===== config.mk =====
export PLATFORM = sky130hd
export DESIGN_NAME = uart_byte_rx
export DESIGN_NICKNAME = d
export VERILOG_FILES = /design/src/rtl/uart_byte_rx.sv
export SDC_FILE = /design/constraint.sdc
export NUM_CORES = 1
export LEC_CHECK = 0
export CORE_MARGIN = 2
export CORE_UTILIZATION = 35
export CTS_CLUSTER_DIAMETER = 100
export CTS_CLUSTER_SIZE = 30
export DETAILED_ROUTE_END_ITERATION = 8
export PLACE_DENSITY = 0.51
export RECOVER_POWER = 50
export REMOVE_ABC_BUFFERS = 1
export SYNTH_ARGS = -nofsm -noshare
export SYNTH_HDL_FRONTEND = slang
export SYNTH_SLANG_ARGS = --single-unit
export TNS_END_PERCENT = 5

===== constraint.sdc =====
create_clock -name clk -period 3 [get_ports clk]
set_clock_uncertainty 0.1 [all_clocks]
set_input_delay 0.3 -clock clk [delete_from_list [all_inputs] [get_ports clk]]
set_output_delay 0.3 -clock clk [all_outputs]
set_load 0.01 [all_outputs]

===== src/rtl/uart_byte_rx.sv =====
// ---------------------------------------------------------------------------
// uart_byte_rx
//
// 8N1 UART receiver (LSB first, idle-high line) feeding a small
// first-word-fall-through receive FIFO.
//
// Parameters
//   CLKS_PER_BIT : clock cycles per UART bit (8..65535)
//   FIFO_DEPTH   : receive FIFO entries, power of two (2..16)
//
// Ports
//   clk       in   single rising-edge clock
//   rst       in   synchronous active-high reset
//   rx        in   asynchronous UART line
//   m_data    out  byte at FIFO head (0x00 while empty)
//   m_valid   out  FIFO non-empty
//   m_ready   in   consumer takes the head when m_valid & m_ready
//   frame_err out  one-cycle pulse when a stop bit is sampled low
//   overrun   out  one-cycle pulse when a good byte is dropped (FIFO full)
//   busy      out  receiver FSM is not idle
// ---------------------------------------------------------------------------
module uart_byte_rx #(
    parameter int CLKS_PER_BIT = 868,
    parameter int FIFO_DEPTH   = 4
) (
    input  logic       clk,
    input  logic       rst,
    input  logic       rx,
    output logic [7:0] m_data,
    output logic       m_valid,
    input  logic       m_ready,
    output logic       frame_err,
    output logic       overrun,
    output logic       busy
);

    localparam int          AW        = $clog2(FIFO_DEPTH);
    localparam logic [15:0] BIT_LAST  = 16'(CLKS_PER_BIT - 1);
    localparam logic [15:0] HALF_LAST = 16'((CLKS_PER_BIT / 2) - 1);
    localparam logic [AW:0] PTR_ONE   = (AW + 1)'(1);

    typedef enum logic [2:0] {
        S_IDLE,
        S_START,
        S_DATA,
        S_STOP,
        S_WAIT_HIGH
    } state_t;

    // -----------------------------------------------------------------------
    // Two-flop synchronizer; both stages idle high so reset looks like an
    // idle line.
    // -----------------------------------------------------------------------
    logic sync1_reg;
    logic rx_s;

    always_ff @(posedge clk) begin
        if (rst) begin
            sync1_reg <= 1'b1;
            rx_s      <= 1'b1;
        end else begin
            sync1_reg <= rx;
            rx_s      <= sync1_reg;
        end
    end

    // -----------------------------------------------------------------------
    // Receive FSM
    // -----------------------------------------------------------------------
    state_t      state_reg, state_next;
    logic [15:0] cnt_reg, cnt_next;
    logic [2:0]  bit_reg, bit_next;
    logic [7:0]  shift_reg, shift_next;
    logic        stop_good;
    logic        stop_bad;

    always_ff @(posedge clk) begin
        if (rst) begin
            state_reg <= S_IDLE;
            cnt_reg   <= 16'd0;
            bit_reg   <= 3'd0;
            shift_reg <= 8'h00;
        end else begin
            state_reg <= state_next;
            cnt_reg   <= cnt_next;
            bit_reg   <= bit_next;
            shift_reg <= shift_next;
        end
    end

    always_comb begin
        state_next = state_reg;
        cnt_next   = cnt_reg;
        bit_next   = bit_reg;
        shift_next = shift_reg;
        stop_good  = 1'b0;
        stop_bad   = 1'b0;

        case (state_reg)
            S_IDLE: begin
                cnt_next = 16'd0;
                bit_next = 3'd0;
                if (!rx_s) begin
                    state_next = S_START;
                end
            end

            // Re-check the start bit at its centre; a high line here means
            // the falling edge was a glitch and is silently dropped.
            S_START: begin
                if (cnt_reg == HALF_LAST) begin
                    cnt_next   = 16'd0;
                    bit_next   = 3'd0;
                    state_next = rx_s ? S_IDLE : S_DATA;
                end else begin
                    cnt_next = cnt_reg + 16'd1;
                end
            end

            // Shift right so the first (LSB) bit ends up in bit 0 after 8.
            S_DATA: begin
                if (cnt_reg == BIT_LAST) begin
                    cnt_next   = 16'd0;
                    shift_next = {rx_s, shift_reg[7:1]};
                    bit_next   = bit_reg + 3'd1;
                    if (bit_reg == 3'd7) begin
                        state_next = S_STOP;
                    end
                end else begin
                    cnt_next = cnt_reg + 16'd1;
                end
            end

            S_STOP: begin
                if (cnt_reg == BIT_LAST) begin
                    cnt_next = 16'd0;
                    if (rx_s) begin
                        stop_good  = 1'b1;
                        state_next = S_IDLE;
                    end else begin
                        stop_bad   = 1'b1;
                        state_next = S_WAIT_HIGH;
                    end
                end else begin
                    cnt_next = cnt_reg + 16'd1;
                end
            end

            // A break keeps the line low; wait it out so it yields only one
            // frame error instead of a stream of bogus frames.
            S_WAIT_HIGH: begin
                cnt_next = 16'd0;
                if (rx_s) begin
                    state_next = S_IDLE;
                end
            end

            default: begin
                state_next = S_IDLE;
            end
        endcase
    end

    assign busy      = (state_reg != S_IDLE);
    assign frame_err = stop_bad & ~rst;

    // -----------------------------------------------------------------------
    // Receive FIFO: pointers carry one extra wrap bit so full and empty are
    // distinguishable without a separate count.
    // -----------------------------------------------------------------------
    logic [7:0]  mem [FIFO_DEPTH];
    logic [AW:0] wr_ptr_reg;
    logic [AW:0] rd_ptr_reg;
    logic        empty;
    logic        full;
    logic        pop;
    logic        push_req;
    logic        push_ok;

    assign empty    = (wr_ptr_reg == rd_ptr_reg);
    assign full     = (wr_ptr_reg[AW] != rd_ptr_reg[AW]) &&
                      (wr_ptr_reg[AW-1:0] == rd_ptr_reg[AW-1:0]);
    assign pop      = m_valid & m_ready;
    assign push_req = stop_good & ~rst;
    // A simultaneous pop frees the slot, so a full FIFO still accepts.
    assign push_ok  = push_req & (~full | pop);
    assign overrun  = push_req & full & ~pop;

    always_ff @(posedge clk) begin
        if (push_ok) begin
            mem[wr_ptr_reg[AW-1:0]] <= shift_reg;
        end
    end

    always_ff @(posedge clk) begin
        if (rst) begin
            wr_ptr_reg <= '0;
            rd_ptr_reg <= '0;
        end else begin
            if (push_ok) begin
                wr_ptr_reg <= wr_ptr_reg + PTR_ONE;
            end
            if (pop) begin
                rd_ptr_reg <= rd_ptr_reg + PTR_ONE;
            end
        end
    end

    assign m_valid = ~empty;
    // Storage is not reset, so present zero while nothing is queued.
    assign m_data  = m_valid ? mem[rd_ptr_reg[AW-1:0]] : 8'h00;

endmodule


Yosys cells after proc, flatten, opt, wreduce, memory -nomap -nowiden
Memory sizes are Yosys's and may differ from the RTL's. A register that Yosys moved wholly into a read port is not among the register bits. Index checks and enable logic that the tools add are counted.

Bitwise operators: 11. Add/subtract/negate cells: 4. Mux-type cells: 26. Reductions and logical operators: 10. Equal/unequal tests: 16.

Operators with widths (number): $pmux W16 S3 (1); $mux W16 (2); $mux W3 (9); $add A16 B1 Y16 const B (1); $eq A16 B10 Y1 const B (1); $eq A16 B9 Y1 const B (1); $pmux W3 S5 (1); $ne A2 B2 Y1 const B (6); $add A3 B1 Y3 const B (3); $pmux W3 S3 (1); $reduce_bool A3 Y1 (3); $mux W1 (8); $mux W8 (1); $and A1 B1 Y1 (6); $eq A3 B2 Y1 const B (2); $eq A3 B3 Y1 const B (2); $mux W2 (3); $reduce_and A6 Y1 (1); $not A1 Y1 (4); $reduce_or A2 Y1 (2); $eq A3 B1 Y1 const B (1); $eq A3 B3 Y1 (1); $logic_not A3 Y1 (1); $reduce_and A3 Y1 (1); 5 further kinds (5).

Logic and storage cells: 76. Input port bits: 4. Memories: 1. Output and inout port bits: 12. Register bits after elaboration: 38. Memory bits (writable): 32.

Memory list: mem (words 4, bits a word 8, rd ports 1, clocked after Yosys merged registers in 1, wr ports 1, RTL line 171) `logic [7:0] mem [FIFO_DEPTH];`.

Longest topological paths before layout
Gate-level depths: netlist of the first run.

Depth in word-level cells: 7. Depth in mapped cells: 8. Depth with buffers taken out: 7.

Least setup slack after synthesis of the first run
Ideal clock, no wire load.

Path type: flip-flop to flip-flop. Start: register cnt_reg[0]. End: memory mem[0][0] (enable). Cell stages (with the launch flop): 6. Library setup time: 0.332 ns. Slack: 0.855 ns. Data arrival time: 1.713 ns. Required time: 2.568 ns. Buffers on the path: 0. Path through: dfxtp_1 -> ha_1 -> and4bb_2 -> nand4_1 -> nor3b_2 -> and2_1.

Cells in the longest elaborated chain, start to end: 7.

Ends and longest elaborated chain: start: declaration (RTL line 71) `logic [15:0] cnt_reg, cnt_next;`; start signal: assignment (RTL line 85) `cnt_reg <= cnt_next;`; $eq A16 B10 Y1 (RTL line 135) `if (cnt_reg == BIT_LAST) begin`; $mux W1 (RTL line 135); $mux W1 (RTL line 99) `case (state_reg)`; $and A1 B1 Y1 (RTL line 184) `assign push_req = stop_good & ~rst;`; $and A1 B1 Y1 (RTL line 186) `assign push_ok = push_req & (~full | pop);`; $mux W1 (RTL line 190) `if (push_ok) begin`; $mux W1 (not written as such) (RTL line 191) `mem[wr_ptr_reg[AW-1:0]] <= shift_reg;`; end: declaration (RTL line 171).

No other way between the ends.

Final worst setup path of the first run
Start: register cnt_reg[11]. End: output port frame_err.

Cells in the longest elaborated chain, start to end: 4.

Ends and longest elaborated chain: $eq A16 B10 Y1 (RTL line 135); $mux W1 (RTL line 135); $mux W1 (RTL line 99); $and A1 B1 Y1 (RTL line 165) `assign frame_err = stop_bad & ~rst;`; end: declaration (RTL line 32) `output logic frame_err,`.

No other way between the ends.

==> results of run 1 <==
## worst paths after layout
check,from,endpoint,slack (ns),cells past startpoint
setup / recovery,cnt_reg[11]$_SDFFE_PP0P_,frame_err,0.23,4
hold / removal,sync1_reg$_SDFF_PP1_,rx_s$_SDFF_PP1_,0.31,1
setup reg to reg,cnt_reg[11]$_SDFFE_PP0P_,mem[1][3]$_DFFE_PP_,0.45,6
hold reg to reg,sync1_reg$_SDFF_PP1_,rx_s$_SDFF_PP1_,0.31,1
## worst max-delay path: cells and delay by family, from the launching register on
family | cells | cell delay [ns]
buf+inv | 1 | 0.58
simple gates | 3 | 1.10
flops | 1 | 0.34
## kinds of logic after synthesis
family	after synthesis	share of synthesized area, %
AO/OA/AOI/OAI	20	4.20
XOR/XNOR	20	5.50
adder cells (fa/ha/maj)	9	3.54
buffers and inverters	17	2.36
flip-flops	72	55.3
multiplexers	19	9.16
AND/OR/NAND/NOR	109	19.9
## repair_timing
action	CTS	global route
endpoints found under the setup margin	0	1
hold buffers	0	0
buffers inserted	0	2
hold endpoints to repair	0	0
## power groups by stage
| stage | combinational (W) | sequential [W] | clock (W) |
|---|---|---|---|
| 3_3_place_gp | 0.0000300 | 0.00104 | 0 |
| 6_report | 0.0000282 | 0.00102 | 0.000753 |
| 3_5_place_dp | 0.0000302 | 0.00104 | 0 |
| 4_1_cts | 0.0000305 | 0.00102 | 0.000777 |
| 5_1_grt | 0.0000321 | 0.00102 | 0.000823 |
| 2_1_floorplan | 0.0000144 | 0.00104 | 0 |
## cell usage in the layout (no fill, tap or decap), types with 2 or more instances in the layout
cell and count:
inv_1 4, xor2_1 12, nand2b_1 2, mux2i_1 10, mux4_2 8, clkinv_2 2, a211oi_1 2, dfxtp_1 40
and4_1 5, nand3_1 8, nor3_1 4, buf_4 4, nor4_1 4, clkbuf_1 2, xnor2_1 8, edfxtp_1 32
clkdlybuf4s50_1 13, dlygate4sd3_1 2, ha_1 9, nand3b_1 2, or3_1 2, nand4bb_1 2, or2_2 2, nand4b_1 2
nand4_1 5, and3_1 3, clkbuf_8 9, a21oi_1 7, nor2_1 38, and2_1 12, nand2_1 10, o21ai_0 4
inv_6 2
## cell type report
class | instances | area share [%]
Tap cell | 108 | 3.73
Timing Repair Buffer | 21 | 5.18
Inverter | 4 | 0.415
Clock inverter | 7 | 1.90
Multi-Input combinational cell | 177 | 36.7
Clock buffer | 9 | 3.42
Sequential cell | 72 | 48.7
## metrics by stage
stage	hold WS, ns	std cells	cell area [um2]	worst slack [ns]	total power, W
2_1_floorplan	0.269	253	3120	0.696	0.00106
3_3_place_gp	0.297	380	3440	0.554	0.00107
3_5_place_dp	0.298	380	3440	0.522	0.00107
4_1_cts	0.318	396	3630	0.158	0.00183
5_1_grt	0.362	398	3620	0.00463	0.00188
6_report	0.314	398	3620	0.225	0.00180
## per-layer routing
layer / wire length [um] / vias up
met4: 74 / 0
li1: - / 1005
met1: 2640 / 934
met5: 0 / -
met2: 2840 / 26
met3: 191 / 7
==> flow_summary.yaml, run 1 <==
status:
  outcome: "finished, final reports clean"
job:
  maxCapViolations: 0
logic_synthesis:
  yosysMostFrequentCell: "dfxtp_1"
  synthTopCellsByArea: "edfxtp_1 30%, dfxtp_1 25%, mux4_2 5.7%"
  synth_warnings: 0
  synth_top_area_share_pct: 30.2
  ys_ff_latch: 72
  yosys.area.top_type: "edfxtp_1"
  ys_async_sr_fraction_pct: 0
  synth_edf_count: 32
  ys.flop_type: "dfxtp_1"
  syn_inst: 266
  ys_seq_area_share_pct: 55.3
  synth_cell_type_count: 43
  synth_area_um2: 3180
  synth.avg_cell_area_um2: 12.0
  ys_top_cells_by_count: "40 x dfxtp_1, 38 x nor2_1, 32 x edfxtp_1"
placement:
  place_hpwl_mm: 3.92
  portBuffers: 15
  routabilityCongestion: 0.721
sta:
  setup_viol: 0
  relSlewSlack_pct: 31.0
  max_freq_ghz: 0.360
  tightest_slew_ns: 1.03
  fin_tns_setup_ns: 0
  rsz0062_at_grt: "false"
  finalHoldViolCount: 0
  final.min_clock_period_ns: 2.77
  drv_slew: 0
  fin_crit_sh_pct: 92.5
clock_network:
  cts_buffers: 9
  cts.clk_slew.worst_paths_ns: 0.08
  cts_max_path_buffers: 2
  ctsResizeCount: 0
  cts_sinks: 72
  root_buffer: "clkbuf_8"
  htreeDepth: 3
  clock_latency_ns: 0.35
  cts_tree: "built"
min_path:
  min_path_type: "reg2reg"
global_route:
  antenna_found_initial: 0
  grt_max_degree: 24
  grt_use_met1_pct: 16.0
  grt_pass1_vias: 1942
  use_met2_pct: 20.7
  grt.overflow.total: 0
  top_usage_layer: "met2"
  grt_pass1_wl_mm: 9.72
  use_met3_pct: 3.65
  grt_use_total_pct: 12.8
power_and_ir_drop:
  switchingPower_w: 0.000391
  p_leak_nw: 1.20
  pwr-share-comb_pct: 1.6
  power.density_nw_per_um2: 498
  clock_power_share_pct: 41.8
  pwr-share-seq_pct: 56.7
  peakVddDrop_uv: 238
  p_int_w: 0.00141
  switching_share_pct: 21.7
critical_path:
  start_kind: "register"
  end_kind: "output pin"
  worst-setup-path-type: "reg2out"
  worst_ep_required_time_ns: 2.60
  cp_cell_sequence: "nor4_1 > nand4_1 > nor4_1 > clkdlybuf4s50_1"
  max_stage_delay_ns: 0.58
  crit_fanout: 5
  cp_slowest_cell: "clkdlybuf4s50_1"
  crit_arrival_ns: 2.37
  cp_common_cell: "nor4_1"
route:
  firstDrtPassIters: 4
  wl_per_cell_um: 14.4
  antenna_left: 0
  drcViolationCount: 0
  vias: 1972
  via_per_inst: 4.95
  initialDrtViolationCount: 87
  wirelength_mm: 5.75
die:
  core-area_um2: 8760
  die_height_um: 99.4
  start_util_pct: 36.3
  die_w_um: 99.4
  pin_count: 16
  rows: 34
  dieArea_um2: 9880
layout:
  fin_util_pct: 41.3
  area.sequential_um2: 1760
  layout-drive-gt1-share_pct: 13.1
  nNetsFinal: 298
  n_fill_cell: 870
  multi_input_area_um2: 1330
  largest_reg_flops: 32
  diodes: 0
  syn_to_final_growth_pct: 13.7
(Power assumes the default switching activity.)
==> run 2: changes to the inputs <==
--- a/config.mk
+++ b/config.mk
@@ -5,12 +5,12 @@
 export SDC_FILE = /design/constraint.sdc
 export NUM_CORES = 1
 export LEC_CHECK = 0
-export CORE_MARGIN = 2
+export CORE_MARGIN = 8
 export CORE_UTILIZATION = 35
 export CTS_CLUSTER_DIAMETER = 100
 export CTS_CLUSTER_SIZE = 30
 export DETAILED_ROUTE_END_ITERATION = 8
-export PLACE_DENSITY = 0.51
+export PLACE_DENSITY = 0.53
 export RECOVER_POWER = 50
 export REMOVE_ABC_BUFFERS = 1
 export SYNTH_ARGS = -nofsm -noshare
==> constraint.sdc (replaced) <==
create_clock -name clk -period 2.4 [get_ports clk]
set_clock_uncertainty 0.1 [all_clocks]
set_input_delay 0.24 -clock clk [delete_from_list [all_inputs] [get_ports clk]]
set_output_delay 0.24 -clock clk [all_outputs]
set_load 0.01 [all_outputs]
==> flow_summary.yaml, run 2 (same netlist as run 1, synthesis figures left out) <==
clock_network:
  cts_sinks: 72
  postCtsHoldBufs: 0
  cts_max_path_buffers: 2
  cts_tree: "built"
  cts.clk_slew.worst_paths_ns: 0.08
  root_buffer: "clkbuf_8"
  htreeDepth: 3
  clock_latency_ns: 0.34
  cts_buffers: 9
power_and_ir_drop:
  power.density_nw_per_um2: 632
  p_leak_nw: 1.37
  peakVddDrop_uv: 269
critical_path:
  worst_ep_required_time_ns: 2.06
  r2r_setup_slack_ns: 0.20
  worst-setup-path-type: "reg2out"
  crit_fanout: 8
  r2r_end: "cnt_reg[14]$_SDFFE_PP0P_"
  max_stage_delay_ns: 0.49
  crit_arrival_ns: 1.97
  start_kind: "register"
  cp_slowest_cell: "mux4_2"
  timing.rr.start: "cnt_reg[3]$_SDFFE_PP0P_"
  reg2reg_depth: 7
  cp_cell_sequence: "buf_6 > mux4_2 > and2_1 > clkdlybuf4s50_1"
  end_kind: "output pin"
sta:
  max_freq_ghz: 0.434
  finalHoldViolCount: 0
  final.min_clock_period_ns: 2.31
  worst_slack_ns: 0.0935
  fin_crit_sh_pct: 96.1
  drv_slew: 0
  relSlewSlack_pct: 35.9
  rsz0062_at_grt: "false"
  fin_tns_setup_ns: 0
  tightest_slew_ns: 0.962
  setup_viol: 0
  fin_hold_ws_ns: 0.320
placement:
  routabilityCongestion: 0.790
  pre_cts_ws_ns: 0.0705
  portBuffers: 15
  place_area_um2: 3650
  place_hpwl_mm: 4.34
layout:
  fin_area_um2: 3920
  nNetsFinal: 317
  diodes: 0
  layout-drive-gt1-share_pct: 21.0
  syn_to_final_growth_pct: 23.2
  largest_reg_flops: 32
  n_fill_cell: 858
  final_cell_mix: "38 x nor2_1, 38 x dfxtp_1, 32 x edfxtp_1"
route:
  wirelength_mm: 6.16
  firstDrtPassIters: 4
  wl_per_cell_um: 14.7
  initialDrtViolationCount: 108
  via_per_inst: 4.89
  drcViolationCount: 0
  vias: 2052
  antenna_left: 0
min_path:
  hold_start: "sync1_reg$_SDFF_PP1_"
  holdPathEnd: "rx_s$_SDFF_PP1_"
  whs_path_depth: 1
  min_path_type: "reg2reg"
global_route:
  grt_pass1_wl_mm: 10.5
  antenna_found_initial: 0
  grt_use_total_pct: 10.3
  grt_pass1_vias: 2054
  grt.overflow.total: 0
  grt_max_degree: 23
die:
  pin_count: 16
  die_w_um: 111
  core-area_um2: 9020
  die_height_um: 111
  rows: 35
  dieArea_um2: 12400
  start_util_pct: 35.3
status:
  outcome: "finished, final reports clean"
job:
  maxCapViolations: 0
==> run 2: cell types whose count changed in the layout (fill, tap and decap cells not counted), moves of 2 or more <==
cell             delta
buf_12              +5
buf_4              +13
bufinv_16           +2
clkdlybuf4s25_1     +3
clkdlybuf4s50_1     -6
clkinv_2            -2
dfxtp_1             -2
dfxtp_2             +2
dlygate4sd2_1       +2
nor4_1              -4
nor4_2              +4
==> run 2: where the power goes <==
group,switching [W],internal [W]
sequential,0.00000315,0.00127
clock,0.000463,0.000696
combinational,0.0000259,0.0000195
total,0.000492,0.00199
==> run 2: worst max path at each step <==
stage	slack, ns	depth (start not counted)	end
finish	0.09	4	m_data[3]
floorplan	0.1	6	shift_reg[0]$_SDFFE_PP0P_
global route	0.007	4	m_data[3]
global placement	0.10	4	frame_err
CTS	0.0007	4	m_data[5]
detailed placement	0.07	4	frame_err
==> run 2: cell type report <==
class | instances | area, um2 | share of cell area, %
repair buffers | 40 | 398 | 10.1
clock buffers | 10 | 128 | 3.25
inverters | 4 | 15.0 | 0.383
clock inverters | 6 | 115 | 2.93
multi-input cells | 177 | 1360 | 34.8
well taps | 111 | 139 | 3.54
flip-flops and latches | 72 | 1760 | 45.0
==> run 2: worst max-delay path: cells and delay by family, from the launching register on <==
family / cells / cell delay, ns
flops: 1 / 0.33
buf+inv: 2 / 0.63
mux: 1 / 0.49
simple gates: 1 / 0.17
==> run 2: timing repair <==
action / in CTS / in global routing
hold endpoints to repair: 0 / 0
resized for setup: 7 / 6
setup endpoints to repair: 10 / 41
pin swaps: 1 / 1
setup buffers: 1 / 1
==> run 2: layer usage <==
metal  vias up  global-route usage [%]  wire, um
met5         -                       0         0
met3         8                    3.44       199
met2        18                    17.8      2990
met4         0                    3.47        65
li1       1035                       -         -
met1       991                    11.7      2900
==> run 2: metrics by stage <==
| stage | utilization, % | std cells | power [W] |
|---|---|---|---|
| floorplan | - | 253 | 0.00132 |
| global placement | 40.4 | 402 | 0.00135 |
| detailed placement | 40.4 | 402 | 0.00135 |
| CTS | 43.5 | 419 | 0.00251 |
| global route | 43.5 | 420 | 0.00256 |
| finish | 43.5 | 420 | 0.00248 |
==> run 3: changes to the inputs <==
--- a/config.mk
+++ b/config.mk
@@ -10,6 +10,7 @@
 export CTS_CLUSTER_DIAMETER = 100
 export CTS_CLUSTER_SIZE = 30
 export DETAILED_ROUTE_END_ITERATION = 8
+export HOLD_SLACK_MARGIN = 0.08
 export PLACE_DENSITY = 0.53
 export RECOVER_POWER = 50
 export REMOVE_ABC_BUFFERS = 1
==> results of run 3 <==
Same layout as run 2: the final DEF is identical, and so are final timing and power.
